File: config.mk
export PLATFORM = sky130hd
export DESIGN_NAME = reg_cmd_sequencer
export DESIGN_NICKNAME = d
export VERILOG_FILES = /design/src/rtl/reg_cmd_sequencer.sv
export SDC_FILE = /design/constraint.sdc
export NUM_CORES = 1
export LEC_CHECK = 0
export ABC_AREA = 1
export BUFFER_PORTS_ARGS = -buffer_cell sky130_fd_sc_hd__buf_2
export CAP_MARGIN = 0
export CORE_ASPECT_RATIO = 0.8
export CORE_MARGIN = 2
export CORE_UTILIZATION = 50
export CTS_CLUSTER_SIZE = 28
export DETAILED_ROUTE_END_ITERATION = 10
export PLACE_DENSITY = 0.74
export SYNTH_ARGS = -nofsm -noshare
export SYNTH_HDL_FRONTEND = slang
export SYNTH_SLANG_ARGS = --single-unit
File: constraint.sdc
create_clock -name clk -period 2.1 [get_ports clk]
set_input_delay 0.525 -clock clk [delete_from_list [all_inputs] [get_ports clk]]
set_output_delay 0.525 -clock clk [all_outputs]
set_load 0.02 [all_outputs]
File: src/rtl/reg_cmd_sequencer.sv
// Command sequencer driving a 16-bit clear/load/inc/dec register one byte or step
// per cycle, with a shadow copy of the downstream register contents.
module reg_cmd_sequencer #(
  parameter int CNT_W = 8
) (
  input  logic        clk,
  input  logic        rst,
  input  logic        cmd_valid,
  output logic        cmd_ready,
  input  logic [1:0]  cmd_op,
  input  logic [15:0] cmd_data,
  output logic [7:0]  I,
  output logic [1:0]  FunSel,
  output logic        LH,
  output logic        enable,
  output logic [15:0] shadow,
  output logic        done,
  output logic        busy
);

  typedef enum logic [1:0] {S_IDLE, S_LOAD_HI, S_STEP} state_t;

  localparam logic [1:0] OP_CLEAR = 2'b00;
  localparam logic [1:0] OP_LOAD  = 2'b01;

  state_t           r_state, w_nstate;
  logic [CNT_W-1:0] r_cnt, w_cnt;
  logic [7:0]       r_hi, w_hi;
  logic [7:0]       w_i;
  logic [1:0]       w_fs;
  logic             w_lh, w_en, w_done;
  logic             w_accept;
  logic [CNT_W-1:0] w_n;

  assign cmd_ready = (r_state == S_IDLE);
  assign busy      = ~cmd_ready;
  assign w_accept  = cmd_valid & cmd_ready;
  assign w_n       = cmd_data[CNT_W-1:0];

  always_ff @(posedge clk) begin
    if (rst) r_state <= S_IDLE;
    else     r_state <= w_nstate;
  end

  always_comb begin
    w_nstate = r_state;
    case (r_state)
      S_IDLE: begin
        if (w_accept) begin
          if (cmd_op == OP_LOAD) w_nstate = S_LOAD_HI;
          else if (cmd_op[1] && (w_n > CNT_W'(1))) w_nstate = S_STEP;
        end
      end
      S_LOAD_HI: w_nstate = S_IDLE;
      S_STEP:    if (r_cnt == CNT_W'(1)) w_nstate = S_IDLE;
      default:   w_nstate = S_IDLE;
    endcase
  end

  // Next values of the registered drive outputs; the last step cycle sits in IDLE
  // so a new command can be accepted on the edge that ends it.
  always_comb begin
    w_en   = 1'b0;
    w_fs   = 2'b00;
    w_lh   = 1'b0;
    w_i    = 8'h00;
    w_done = 1'b0;
    w_cnt  = r_cnt;
    w_hi   = r_hi;
    case (r_state)
      S_IDLE: begin
        if (w_accept) begin
          case (cmd_op)
            OP_CLEAR: begin
              w_en   = 1'b1;
              w_done = 1'b1;
            end
            OP_LOAD: begin
              w_en = 1'b1;
              w_fs = OP_LOAD;
              w_i  = cmd_data[7:0];
              w_hi = cmd_data[15:8];
            end
            default: begin
              if (w_n == '0) begin
                w_done = 1'b1;
              end else begin
                w_en   = 1'b1;
                w_fs   = cmd_op;
                w_cnt  = w_n - CNT_W'(1);
                w_done = (w_n == CNT_W'(1));
              end
            end
          endcase
        end
      end
      S_LOAD_HI: begin
        w_en   = 1'b1;
        w_fs   = OP_LOAD;
        w_lh   = 1'b1;
        w_i    = r_hi;
        w_done = 1'b1;
      end
      S_STEP: begin
        w_en   = 1'b1;
        w_fs   = FunSel;
        w_cnt  = r_cnt - CNT_W'(1);
        w_done = (r_cnt == CNT_W'(1));
      end
      default: ;
    endcase
  end

  always_ff @(posedge clk) begin
    if (rst) begin
      enable <= 1'b0;
      FunSel <= 2'b00;
      LH     <= 1'b0;
      I      <= 8'h00;
      done   <= 1'b0;
      r_cnt  <= '0;
      r_hi   <= 8'h00;
    end else begin
      enable <= w_en;
      FunSel <= w_fs;
      LH     <= w_lh;
      I      <= w_i;
      done   <= w_done;
      r_cnt  <= w_cnt;
      r_hi   <= w_hi;
    end
  end

  // Shadow follows what the downstream register does with the current drive values.
  always_ff @(posedge clk) begin
    if (rst) begin
      shadow <= 16'h0000;
    end else if (enable) begin
      case (FunSel)
        2'b00:   shadow <= 16'h0000;
        2'b01:   if (LH) shadow[15:8] <= I;
                 else    shadow[7:0]  <= I;
        2'b10:   shadow <= shadow - 16'd1;
        default: shadow <= shadow + 16'd1;
      endcase
    end
  end

endmodule

Word-level counts from Yosys, hierarchy flattened
Index checks and enable logic that the tools add are counted.
{ "totals": {"in_bits": 21, "out_inout_bits": 31, "ff_bits": 47} }
{ "classes": {"addsub": 4, "n_lt_le_gt_ge": 1, "bitwise_logic": 2, "reduce_logical": 13, "n_mux": 28, "n_eq_ne": 14} }
{ "ops": {"columns": ["op", "count"], "rows": [
  ["$mux 8", 7],
  ["$pmux 16 s3", 1],
  ["$pmux 8 s2", 2],
  ["$add 16x1->16 const B", 1],
  ["$eq 8x1->1 const B", 2],
  ["$sub 16x1->16 const B", 1],
  ["$sub 8x1->8 const B", 2],
  ["$mux 2", 6],
  ["$ne 2x2->1 const B", 5],
  ["$gt 8x1->1 const B", 1],
  ["$logic_not 8->1", 1],
  ["$pmux 2 s2", 2],
  ["$eq 2x1->1 const B", 3],
  ["$logic_not 2->1", 3],
  ["$mux 1", 6],
  ["$pmux 2 s3", 1],
  ["$reduce_and 3->1", 2],
  ["$eq 2x2->1 const B", 2],
  ["$pmux 1 s2", 2],
  ["$reduce_and 2->1", 2],
  ["$reduce_and 4->1", 1],
  ["$reduce_or 2->1", 2],
  ["$ne 3x1->1 const B", 1],
  ["$pmux 1 s3", 1],
  ["other kinds (5)", 5]
]} }

Longest topological paths before layout
Gate-level depths: netlist of run 1.
{ "depth": {"depth_word": 6, "depth_mapped": 16} }

Least setup slack after synthesis of run 1
Ideal clock, no wire load.
{ "synth_timing": {"path_type": "register -> register", "from": "reg FunSel[0]", "to": "reg shadow[8]", "required_ps": 2030, "period_less_slack_ps": 1900, "arrival_ps": 1830, "slack_ps": 200, "path_buffers": 1, "path_stages_with_launch": 17, "path_cell_list": "dfxtp_1 > inv_4 > nand2_4 > buf_6 > nand2_1 > nand2_1 > inv_1 > ha_1 > inv_1 > nand2_1 > nand3_1 > o21bai_2 > nand2_1 > nand3_1 > nand2_1 > nand3_1 > a21oi_1"} }
{ "synth_via": {"elab_chain_cells": 3} }
{ "synth_rtl": {"columns": ["element", "line", "text"], "rows": [
  ["from (decl)", "13", "output logic [1:0] FunSel,"],
  ["from (signal assigned)", "125", "FunSel <= w_fs;"],
  ["$eq 2x1->1", "139", "case (FunSel)"],
  ["$ne 2x2->1 (no line)", null, null],
  ["$reduce_and 2->1 (no line)", null, null],
  ["to (signal assigned)", "143", "2'b10: shadow <= shadow - 16'd1;"],
  ["to (signal assigned)", "144", "default: shadow <= shadow + 16'd1;"],
  ["to (decl)", "16", "output logic [15:0] shadow,"]
]} }
Several ways; a longest one is shown, not always the timed one.
A chain may end at the register's enable or synchronous reset.

Final worst setup path of run 1
{ "layout_timing": {"from": "reg FunSel[0]", "to": "reg shadow[12]"} }
Same word-level chain as after synthesis.

==> metrics.md, run 1 <==
| Metric | Value |
|---|---|
| Status | `completed` |
| Fin area | `around 3700 µm²` |
| CP Launch Type | `register` |
| Fin Setup TNS | `0 ns` |
| Critical-path cell list | `inv_4 -> nand2_4 -> nand2_1 -> nand2_1 -> inv_1 -> ha_1 -> inv_1 -> nand2_1 -> nand3_1 -> o21bai_4 -> nand3_1 -> nand3b_1 -> nand3_1 -> a21oi_1` |
| Vias in the first global route | `between 2k and 3k` |
| Worst-Margin Slew | `between 0.4 and 0.5 ns` |
| Clock sinks | `47` |
| Post-DP HPWL | `between 6 and 7 mm` |
| Sequential share of the synthesized area | `29.9%` |
| Routed WL | `between 8 and 9 mm` |
| Worst reg-to-reg path cell count | `14` |
| # nets final | `roughly 570` |
| Latest clock arrival within the worst-skew pair | `approximately 0.31 ns` |
| Die W | `92.7 µm` |
| First-pass GRT wire length | `around 14 mm` |
| Max-slew headroom | `between 70% and 80%` |
| Worst flop-to-flop path startpoint | `FunSel[0]` |
| GRT Total Usage | `26.0%` |
| Yosys cell types | `38` |
| RSZ-0062 raised after global routing | `false` |
| CP Max Fanout | `10` |
| WP data arrival | `between 2 and 2.5 ns` |
| Core area | `6010 µm²` |
| Crit path required time | `2.34 ns` |
| Largest area contributor in the netlist | `dfxtp_1` |
| Synth Flop Type | `dfxtp_1` |
| CP max stage cell | `dfxtp_1` |
| Number of synthesized register bits | `47` |
| # DRC | `0` |
| Top cell type's share of synthesized area | `between 20% and 30%` |
| Clock Path Buffers | `2` |
| Routed vias/inst | `approximately 5.5` |
| Num CTS Buffers | `5` |
| Proportion of layout cells with a drive suffix above 1 | `between 20% and 30%` |
| Post-Syn Area | `between 3000 and 4000 µm²` |
| Skew final | `~0.013 ns` |
| YS warnings | `0` |
| CTS tree | `yes` |
| Max-cap viol count | `0` |
| Antenna cells | `0` |
| Synth async-reset ratio | `0%` |
| Total die area | `slightly below 7000 µm²` |
| R2r setup slk | `~0.20 ns` |
| Vias | `approximately 3.4k` |
| Total gr overflow | `0` |
| Worst Hold Depth | `3` |
| Post-synth EDFFs | `0` |
| Dpl cell area | `roughly 3500 µm²` |
| Slew Limit Fails | `0` |
| TritonRoute pass-1 iters | `5` |
| Syn_nets | `515` |
| Critical path's largest stage delay | `approximately 0.35 ns` |
| Root buf cell | `clkbuf_8` |
| RR Endpoint | `shadow[12]` |
| Fmax achieved | `between 500 and 600 MHz` |
| Clk slew on worst S/H paths | `~0.10 ns` |
| # rows | `25` |
| LEAKAGE | `roughly 1.8 nW` |
| Port buffer count | `slightly above 50` |
| # IOs | `between 50 and 60` |
| Initial drt markers | `206` |
| Power per standard cell area | `891 nW/µm²` |
| Hold WC Path Type | `input port to register` |
| Min-delay src | `cmd_data[10]` |
| Area growth syn-to-layout | `16.4%` |
| Synth area leaders | `dfxtp_1 (30%), nand2_1 (10%), inv_1 (7.2%)` |
| Initial antenna violation count | `0` |
| Hold endpoint | `r_hi[2]` |
| Crit path capture type | `register` |
| Average cell area after synthesis | `between 6 and 7 µm²` |
| Final setup vio count | `0` |
| Fillcell total | `~590` |
| Largest net degree at the start of global routing | `22` |
| Crit Path Category | `register to register` |
| Routed WL per cell | `approximately 14 µm` |
| Htree depth | `2` |
| Final GP Congestion | `around 0.95` |
| Antenna-violating nets left | `0` |
| VDD IR max | `roughly 0.00040 V` |
| Initial Util | `52.4%` |
| Post-Syn Instances | `around 490` |
| Final hold vios | `0` |
| Crit path time final | `1.90 ns` |
| Die H | `around 75 µm` |
| Final Cycle Share | `around nine tenths` |
state kept, by name, indices dropped and copies added, names as in the netlist:
| register | cells |
|---|---|
| LH | 1 |
| FunSel | 2 |
| shadow | 16 |
| r_cnt | 8 |
| r_state | 2 |
| enable | 1 |
| r_hi | 8 |
| I | 8 |
| done | 1 |
cell families after synthesis:
kind of cell	synth area share, %
simple gates	32.3
compound gates	22.6
buf+inv	10.6
flops	29.9
fa+ha+maj	3.58
xor+xnor	1.11
synth_stat cells (3+ instances only):
cell,count
a211oi_1,3
a21oi_1,44
a21oi_2,3
a22oi_1,8
a31oi_1,4
a41oi_1,7
and2_1,3
buf_4,3
clkbuf_1,9
dfxtp_1,47
ha_1,9
inv_1,60
inv_2,4
nand2_1,84
nand2_2,18
nand2_4,4
nand3_1,43
nor2_1,57
nor2_2,3
nor3_1,7
o21ai_0,43
xor2_1,3
layout by cell type, fill, tap and decap left out, types with 9 or more instances in the layout:
cell type	n
dfxtp_1	46
a21oi_1	44
ha_1	9
nor2_1	57
buf_4	12
buf_2	51
nand2_2	18
nand3_1	43
o21ai_0	43
inv_1	60
nand2_1	84
layer usage:
| metal | up-vias | share of wire (%) | GRT usage (%) |
|---|---|---|---|
| met3 | 9 | 8.5 | 4.10 |
| li1 | 1721 | - | - |
| met4 | 0 | 0.94 | 6.21 |
| met1 | 1554 | 50 | 39.9 |
| met2 | 160 | 41 | 38.4 |
| met5 | - | 0 | 0 |
report_power, final:
part / leakage (nW) / internal [W] / total [W] / switching [W]
logic: 1.34 / 0.000480 / 0.00142 / 0.000942
registers: 0.385 / 0.00101 / 0.00115 / 0.000133
clock network: 0.0587 / 0.000361 / 0.000696 / 0.000335
total: 1.78 / 0.00185 / 0.00326 / 0.00141
how the worst max path moves through the flow:
stage               depth (start not counted)         from          to
global placement                           11  cmd_data[0]    r_cnt[3]
global route                               14    FunSel[0]  shadow[12]
floorplan                                  16    FunSel[0]   shadow[8]
CTS                                        11    FunSel[1]  shadow[14]
detailed placement                         11  cmd_data[0]    r_cnt[5]
finish                                     14    FunSel[0]  shadow[12]
through the flow:
stage	instances	power, W	hold WS (ns)	utilization, %	worst slack (ns)
3_5_place_dp	615	0.00255	0.481	58.8	0.0759
2_1_floorplan	485	0.00218	0.451	-	0.200
3_3_place_gp	615	0.00253	0.481	58.8	0.131
4_1_cts	623	0.00324	0.426	60.7	0.118
5_1_grt	624	0.00350	0.439	61.0	0.0122
6_report	624	0.00326	0.427	61.0	0.205
area by class of cell:
cell class                      count  area (µm²)  share of cell area [%]
Clock inverter                      3        47.5                    1.30
Multi-Input combinational cell    358        1880                    51.3
Sequential cell                    47         942                    25.7
Inverter                           65         246                    6.73
Timing Repair Buffer               65         377                    10.3
Clock buffer                        5        68.8                    1.88
Tap cell                           81         101                    2.77
what timing repair did:
action	4_1_cts	5_1_grt
setup buffers	0	1
setup endpoints to repair	0	9
resized for setup	0	3
hold buffers	0	0
worst max-delay path, delay by kind of cell, from the launching register on:
kind / cells / cell delay, ns
and+or+nand+nor: 8 / 0.77
buffers and inverters: 3 / 0.24
adders and majority gates: 1 / 0.13
DFF: 1 / 0.35
AOI/OAI and AO/OA: 2 / 0.34
No activity file was read; power rests on OpenSTA's default activity.
==> inputs of run 2 (changes only) <==
--- a/config.mk
+++ b/config.mk
@@ -5,7 +5,6 @@
 export SDC_FILE = /design/constraint.sdc
 export NUM_CORES = 1
 export LEC_CHECK = 0
-export ABC_AREA = 1
 export BUFFER_PORTS_ARGS = -buffer_cell sky130_fd_sc_hd__buf_2
 export CAP_MARGIN = 0
 export CORE_ASPECT_RATIO = 0.8
==> metrics.md, run 2 <==
| Metric | Value |
|---|---|
| Status | `finished, violations left` |
| Failing checks | `negative setup slack` |
| Routed WL | `9.72 mm` |
| Psw | `~0.00098 W` |
| Crit path time final | `around 2.1 ns` |
| Core area | `about 6000 µm²` |
| CP Max Fanout | `5` |
| Top cell type's share of synthesized area | `approximately 30%` |
| RR Endpoint | `shadow[7]` |
| # nets final | `around 520` |
| Commonest cells in the netlist | `dfxtp_1 (47), nand2_1 (43), nor2_1 (39)` |
| GRT Total Usage | `27.9%` |
| Total die area | `between 7000 and 8000 µm²` |
| Power per standard cell area | `658 nW/µm²` |
| Sequential power share | `around two fifths` |
| Vias in the first global route | `3110` |
| Most frequent cells in the layout | `buf_2 (51), buf_4 (46), dfxtp_1 (43)` |
| CTS tree | `yes` |
| CP bufs+invs | `0` |
| Synth async-reset ratio | `0%` |
| Largest area contributor in the netlist | `dfxtp_1` |
| Hold buffers post-CTS | `0` |
| WP data arrival | `2.31 ns` |
| Crit path required time | `~2.3 ns` |
| Htree depth | `2` |
| Final Cycle Share | `101%` |
| Routed vias/inst | `slightly above 6` |
| Clock sinks | `between 40 and 50` |
| Routed WL per cell | `~17 µm` |
| CP max stage cell | `or4_4` |
| Die H | `approximately 75 µm` |
| Port buffer count | `slightly above 50` |
| Most flop-heavy register | `shadow` |
| Crit Path Category | `register to register` |
| Max FFs per register | `16` |
| Post-Syn Area | `approximately 3200 µm²` |
| CP Launch Type | `register` |
| Commonest non-fill, non-tap cell in the layout | `buf_2` |
| # rows | `25` |
| Slew Limit Fails | `0` |
| Worst-case hold slack | `0.446 ns` |
| Power Internal | `between 0.0015 and 0.002 W` |
| Critical path's largest stage delay | `approximately 0.58 ns` |
| RSZ-0062 raised after global routing | `true` |
| TritonRoute pass-1 iters | `6` |
| Root buf cell | `clkbuf_8` |
| Clk slew on worst S/H paths | `~0.1 ns` |
| Final setup vio count | `3` |
| Vias | `~3.6k` |
| Total gr overflow | `0` |
| Max-slew headroom | `64.6%` |
| Final hold vios | `0` |
| Final GP Congestion | `just under 1` |
| Largest net degree at the start of global routing | `27` |
| Stages on worst setup path | `6` |
| Sw frac | `between 30% and 40%` |
| Comb power frac | `between 30% and 40%` |
| Die W | `between 90 and 100 µm` |
| Worst path top cell family by delay | `simple AND/OR/NAND/NOR gates` |
| Worst reg-to-reg path cell count | `6` |
| Antenna cells | `0` |
| CP dominant cell by count | `or4_4` |
| Post-synth EDFFs | `0` |
| Clk pwr share | `around a quarter` |
| # IOs | `52` |
| Worst-Margin Slew | `around 0.53 ns` |
| Yosys cell types | `71` |
| Skew final | `between 0.009 and 0.01 ns` |
| Num CTS Buffers | `5` |
| Average cell area after synthesis | `roughly 7.5 µm²` |
| Post-Syn Instances | `422` |
| Number of synthesized register bits | `between 40 and 50` |
| Latest clock arrival within the worst-skew pair | `about 0.31 ns` |
| VDD IR max | `between 0.0003 and 0.0004 V` |
| Hold WC Path Type | `input port to register` |
| Clock Path Buffers | `2` |
| Proportion of layout cells with a drive suffix above 1 | `about 27%` |
| CP Launch Point | `shadow[1]` |
| Max-cap viol count | `0` |
| Worst flop-to-flop path startpoint | `shadow[1]` |
| Synth area leaders | `dfxtp_1 (30%), nand2_1 (5.1%), nor2_1 (4.6%)` |
| Total Power | `roughly 0.0026 W` |
| Initial drt markers | `between 300 and 400` |
| Sequential share of the synthesized area | `roughly 30%` |
| Most frequent cell after synthesis | `dfxtp_1` |
| # DRC | `0` |
| Initial Util | `52.7%` |
| LEAKAGE | `1.65 nW` |
| Dpl cell area | `roughly 3700 µm²` |
| Setup crit end | `shadow[7]` |
| First-pass GRT wire length | `between 15 and 20 mm` |
| Antenna-violating nets left | `0` |
| Area growth syn-to-layout | `23.5%` |
| Fin area | `3930 µm²` |
| Core Util, Final | `between 60% and 70%` |
| Syn_nets | `approximately 450` |
| Initial antenna violation count | `0` |
| R2r setup slk | `-0.01 ns` |
| Post-DP HPWL | `between 7 and 8 mm` |
| Crit path capture type | `register` |
| YS warnings | `0` |
| Synth Flop Type | `dfxtp_1` |
| Fillcell total | `roughly 530` |
| Final setup margin | `-0.0127 ns` |
| Fmax achieved | `473 MHz` |
| Critical-path cell list | `or4_4 -> or4_4 -> o21ai_2 -> mux2_4 -> nand2_2 -> a31oi_1` |
## run 2: cell count changes after synthesis, moves of 9 or more
cell | previous run | this run
inv_1 | 60 | 11
a21oi_1 | 44 | 28
and3_1 | 0 | 9
o21ai_0 | 43 | 6
clkbuf_1 | 9 | 29
nand2_1 | 84 | 43
nand2_2 | 18 | 0
nand3_1 | 43 | 13
nor2_1 | 57 | 39
nor3_1 | 7 | 19
a22oi_1 | 8 | 17
## run 2: layout make-up
cell class	instances	area, µm²	area share, %
Multi-Input combinational cell	328	2130	54.3
Sequential cell	47	951	24.2
Timing Repair Buffer	97	601	15.3
Tap cell	81	101	2.58
Clock buffer	5	68.8	1.75
Inverter	12	45.0	1.15
Clock inverter	3	26.3	0.669
## run 2: cells by family after synthesis
group / count (synthesis) / share of synthesized area (%)
compound gates: 121 / 26.5
xor+xnor: 9 / 2.48
fa+ha+maj: 9 / 3.54
buf+inv: 47 / 6.02
flops: 47 / 29.6
mux: 4 / 1.34
simple gates: 185 / 30.5
## run 2: through the flow
stage	TNS, ns	setup WS [ns]	cells
global placement	-0.00648	-0.00648	560
CTS	-0.0759	-0.0396	569
finish	-0.0209	-0.0127	573
global route	-0.379	-0.0902	573
detailed placement	-0.178	-0.0747	560
floorplan	-0.345	-0.193	422
## run 2: power groups by stage
stage          Sequential [W]  Clock, W  Combinational (W)
2_1_floorplan         0.00105         0           0.000590
3_3_place_gp          0.00103         0           0.000874
3_5_place_dp          0.00103         0           0.000896
4_1_cts               0.00101  0.000614           0.000912
5_1_grt               0.00102  0.000646            0.00105
6_report              0.00101  0.000606           0.000968
## run 2: worst reg2reg max path, stage by stage, from the launching register on
cell and delay, ns:
dfxtp_4 0.38, or4_4 0.58, or4_4 0.47, o21ai_2 0.15
mux2_4 0.32, nand2_2 0.06, a31oi_1 0.06
## run 2: worst min path at each step
stage	start	endpoint	cells after the start
CTS	cmd_data[9]	r_hi[1]	3
global placement	r_hi[5]	r_hi[5]	2
global route	cmd_data[8]	r_hi[0]	3
detailed placement	r_hi[5]	r_hi[5]	2
finish	cmd_data[9]	r_hi[1]	3
floorplan	r_hi[0]	r_hi[0]	2
## run 2: layer usage
metal,vias up,global-route usage [%],part of all wire [%]
met1,1687,41.8,48
met2,166,41.9,42
met5,-,0,0
met3,13,5.14,8.1
met4,0,6.05,1.2
li1,1697,-,-
## run 2: what timing repair did
| item | 4_1_cts | 5_1_grt |
|---|---|---|
| pin swaps | 3 | 4 |
| setup endpoints to repair | 5 | 11 |
| buffers inserted | 1 | 4 |
| gates resized for setup | 4 | 11 |
| cloned | 0 | 0 |
==> inputs of run 3 (changes only) <==
--- a/config.mk
+++ b/config.mk
@@ -12,7 +12,7 @@
 export CORE_UTILIZATION = 50
 export CTS_CLUSTER_SIZE = 28
 export DETAILED_ROUTE_END_ITERATION = 10
-export PLACE_DENSITY = 0.74
+export PLACE_DENSITY_LB_ADDON = 0.25
 export SYNTH_ARGS = -nofsm -noshare
 export SYNTH_HDL_FRONTEND = slang
 export SYNTH_SLANG_ARGS = --single-unit
==> metrics.md, run 3 (same netlist as run 2, synthesis figures left out) <==
| Metric | Value |
|---|---|
| Fillcell total | `about 550` |
| Worst path top cell family by delay | `simple AND/OR/NAND/NOR gates` |
| Total gr overflow | `0` |
| Largest net degree at the start of global routing | `35` |
| Hold WC Path Type | `input port to register` |
| Port buffer count | `51` |
| Power Internal | `around 0.0017 W` |
| Slew Limit Fails | `0` |
| First-pass GRT wire length | `around 15 mm` |
| Clk slew on worst S/H paths | `around 0.090 ns` |
| Commonest non-fill, non-tap cell in the layout | `buf_2` |
| Final hold vios | `0` |
| CP max stage cell | `or4_4` |
| # nets final | `just over 500` |
| Htree depth | `2` |
| Total die area | `between 7000 and 8000 µm²` |
| # rows | `25` |
| Sw frac | `35.1%` |
| Comb power frac | `approximately 36%` |
| Clk pwr share | `around a quarter` |
| Final GP Congestion | `between 0.9 and 1` |
| CP Launch Type | `register` |
| RR Endpoint | `shadow[10]` |
| Crit path required time | `roughly 2.3 ns` |
| Post-DP HPWL | `just under 7 mm` |
| Most flop-heavy register | `shadow` |
| Routed WL per cell | `16.8 µm` |
| R2r setup slk | `-0.09 ns` |
| Routed vias/inst | `about 6.2` |
| CP Max Fanout | `4` |
| Sequential power share | `a little under two fifths` |
| VDD IR max | `about 0.00042 V` |
| Vias in the first global route | `3154` |
| Critical-path cell list | `nand2b_4 -> xnor2_2 -> ha_2 -> or2_4 -> or4_4 -> a31o_1 -> a222oi_1 -> nor2_1` |
| Crit Path Category | `register to register` |
| Crit path capture type | `register` |
| Worst-case hold slack | `0.454 ns` |
| Crit path time final | `between 2 and 2.5 ns` |
| Hold buffers post-CTS | `0` |
| Min-delay src | `cmd_data[15]` |
| LEAKAGE | `1.65 nW` |
| Final Cycle Share | `104%` |
| Vias | `between 3k and 4k` |
| Critical path's largest stage delay | `approximately 0.48 ns` |
| Most frequent cells in the layout | `buf_2 (51), dfxtp_1 (43), nand2_1 (41), buf_4 (41), nor2_1 (39)` |
| Routed WL | `roughly 9.6 mm` |
| Worst-Margin Slew | `roughly 0.49 ns` |
| Psw | `approximately 0.00095 W` |
| CTS tree | `yes` |
| RSZ-0062 raised after global routing | `true` |
| Initial drt markers | `around 400` |
| Initial Util | `a little over half` |
| Max-slew headroom | `between 60 and 70%` |
| Power per standard cell area | `slightly below 700 nW/µm²` |
| Hold endpoint | `r_hi[7]` |
| CP bufs+invs | `0` |
| # IOs | `between 50 and 60` |
| Num CTS Buffers | `5` |
| Total Power | `0.00270 W` |
| Root buf cell | `clkbuf_8` |
| Max-cap viol count | `0` |
| Skew final | `roughly 0.014 ns` |
| Initial antenna violation count | `0` |
| Clock sinks | `between 40 and 50` |
| Final setup margin | `-0.0918 ns` |
| # DRC | `0` |
| Status | `finished, violations left` |
| Antenna-violating nets left | `0` |
| GRT Total Usage | `27.8%` |
| Fmax achieved | `456 MHz` |
| Proportion of layout cells with a drive suffix above 1 | `a little over a quarter` |
| WP data arrival | `approximately 2.4 ns` |
| Die W | `93.2 µm` |
| Failing checks | `negative setup slack` |
| Area growth syn-to-layout | `24.3%` |
| Pre-CTS setup slack | `-0.110 ns` |
| Final setup vio count | `3` |
| Worst flop-to-flop path startpoint | `FunSel[0]` |
| TritonRoute pass-1 iters | `5` |
| Worst Hold Depth | `3` |
| Die H | `roughly 75 µm` |
| Max FFs per register | `16` |
| Clock Path Buffers | `2` |
| Core area | `between 6000 and 7000 µm²` |
| Antenna cells | `0` |
| Latest clock arrival within the worst-skew pair | `between 0.3 and 0.4 ns` |
| Worst reg-to-reg path cell count | `8` |
==> run 3: worst max path at each step <==
stage / startpoint / endpoint / slack, ns / cells after the start
2_1_floorplan: FunSel[0] / shadow[10] / -0.19 / 9
3_3_place_gp: FunSel[0] / shadow[6] / -0.09 / 9
4_1_cts: FunSel[0] / shadow[10] / -0.08 / 8
3_5_place_dp: FunSel[0] / shadow[6] / -0.11 / 9
5_1_grt: FunSel[0] / shadow[10] / -0.17 / 8
6_report: FunSel[0] / shadow[10] / -0.09 / 8
==> run 3: worst reg2reg max path, delay by kind of cell (launching register included) <==
kind	cells	cell delay (ns)
and+or+nand+nor	4	0.93
AOI/OAI and AO/OA	2	0.46
DFF	1	0.35
adders and majority gates	1	0.20
xor gates and xnor gates	1	0.13
==> run 3: layer usage <==
metal | part of all wire, % | track usage, %
met1 | 46 | 40.3
met4 | 0.84 | 5.07
met5 | 0 | 0
met2 | 43 | 43.8
met3 | 9.8 | 5.54
==> run 3: area by class of cell <==
type | count | area, µm² | area share (%)
inverters | 12 | 45.0 | 1.14
clock buffers | 6 | 82.6 | 2.09
clock inverters | 2 | 38.8 | 0.981
repair buffers | 94 | 594 | 15.0
flip-flops and latches | 47 | 951 | 24.1
multi-input cells | 328 | 2140 | 54.1
well taps | 81 | 101 | 2.56
==> run 3: timing repair <==
action                     in CTS  in global routing
setup endpoints to repair       4                 11
resized for setup               2                 16
hold endpoints to repair        0                  0
setup buffers                   1                  1
pin swaps                       1                  6
==> run 3: through the flow <==
step | std cells | TNS [ns] | cell area, µm² | util [%]
detailed placement | 560 | -0.416 | 3730 | 61.9
global placement | 560 | -0.172 | 3730 | 61.9
floorplan | 422 | -0.345 | 3220 | -
CTS | 569 | -0.152 | 3870 | 64.1
finish | 570 | -0.117 | 3950 | 65.5
global route | 570 | -0.472 | 3950 | 65.5
==> run 3: power groups by stage <==
stage               sequential (W)  clock, W  combinational, W
floorplan                  0.00105         0          0.000590
global placement           0.00103         0          0.000883
detailed placement         0.00103         0          0.000901
CTS                        0.00101  0.000722          0.000913
global route               0.00102  0.000755           0.00105
finish                     0.00102  0.000715          0.000967
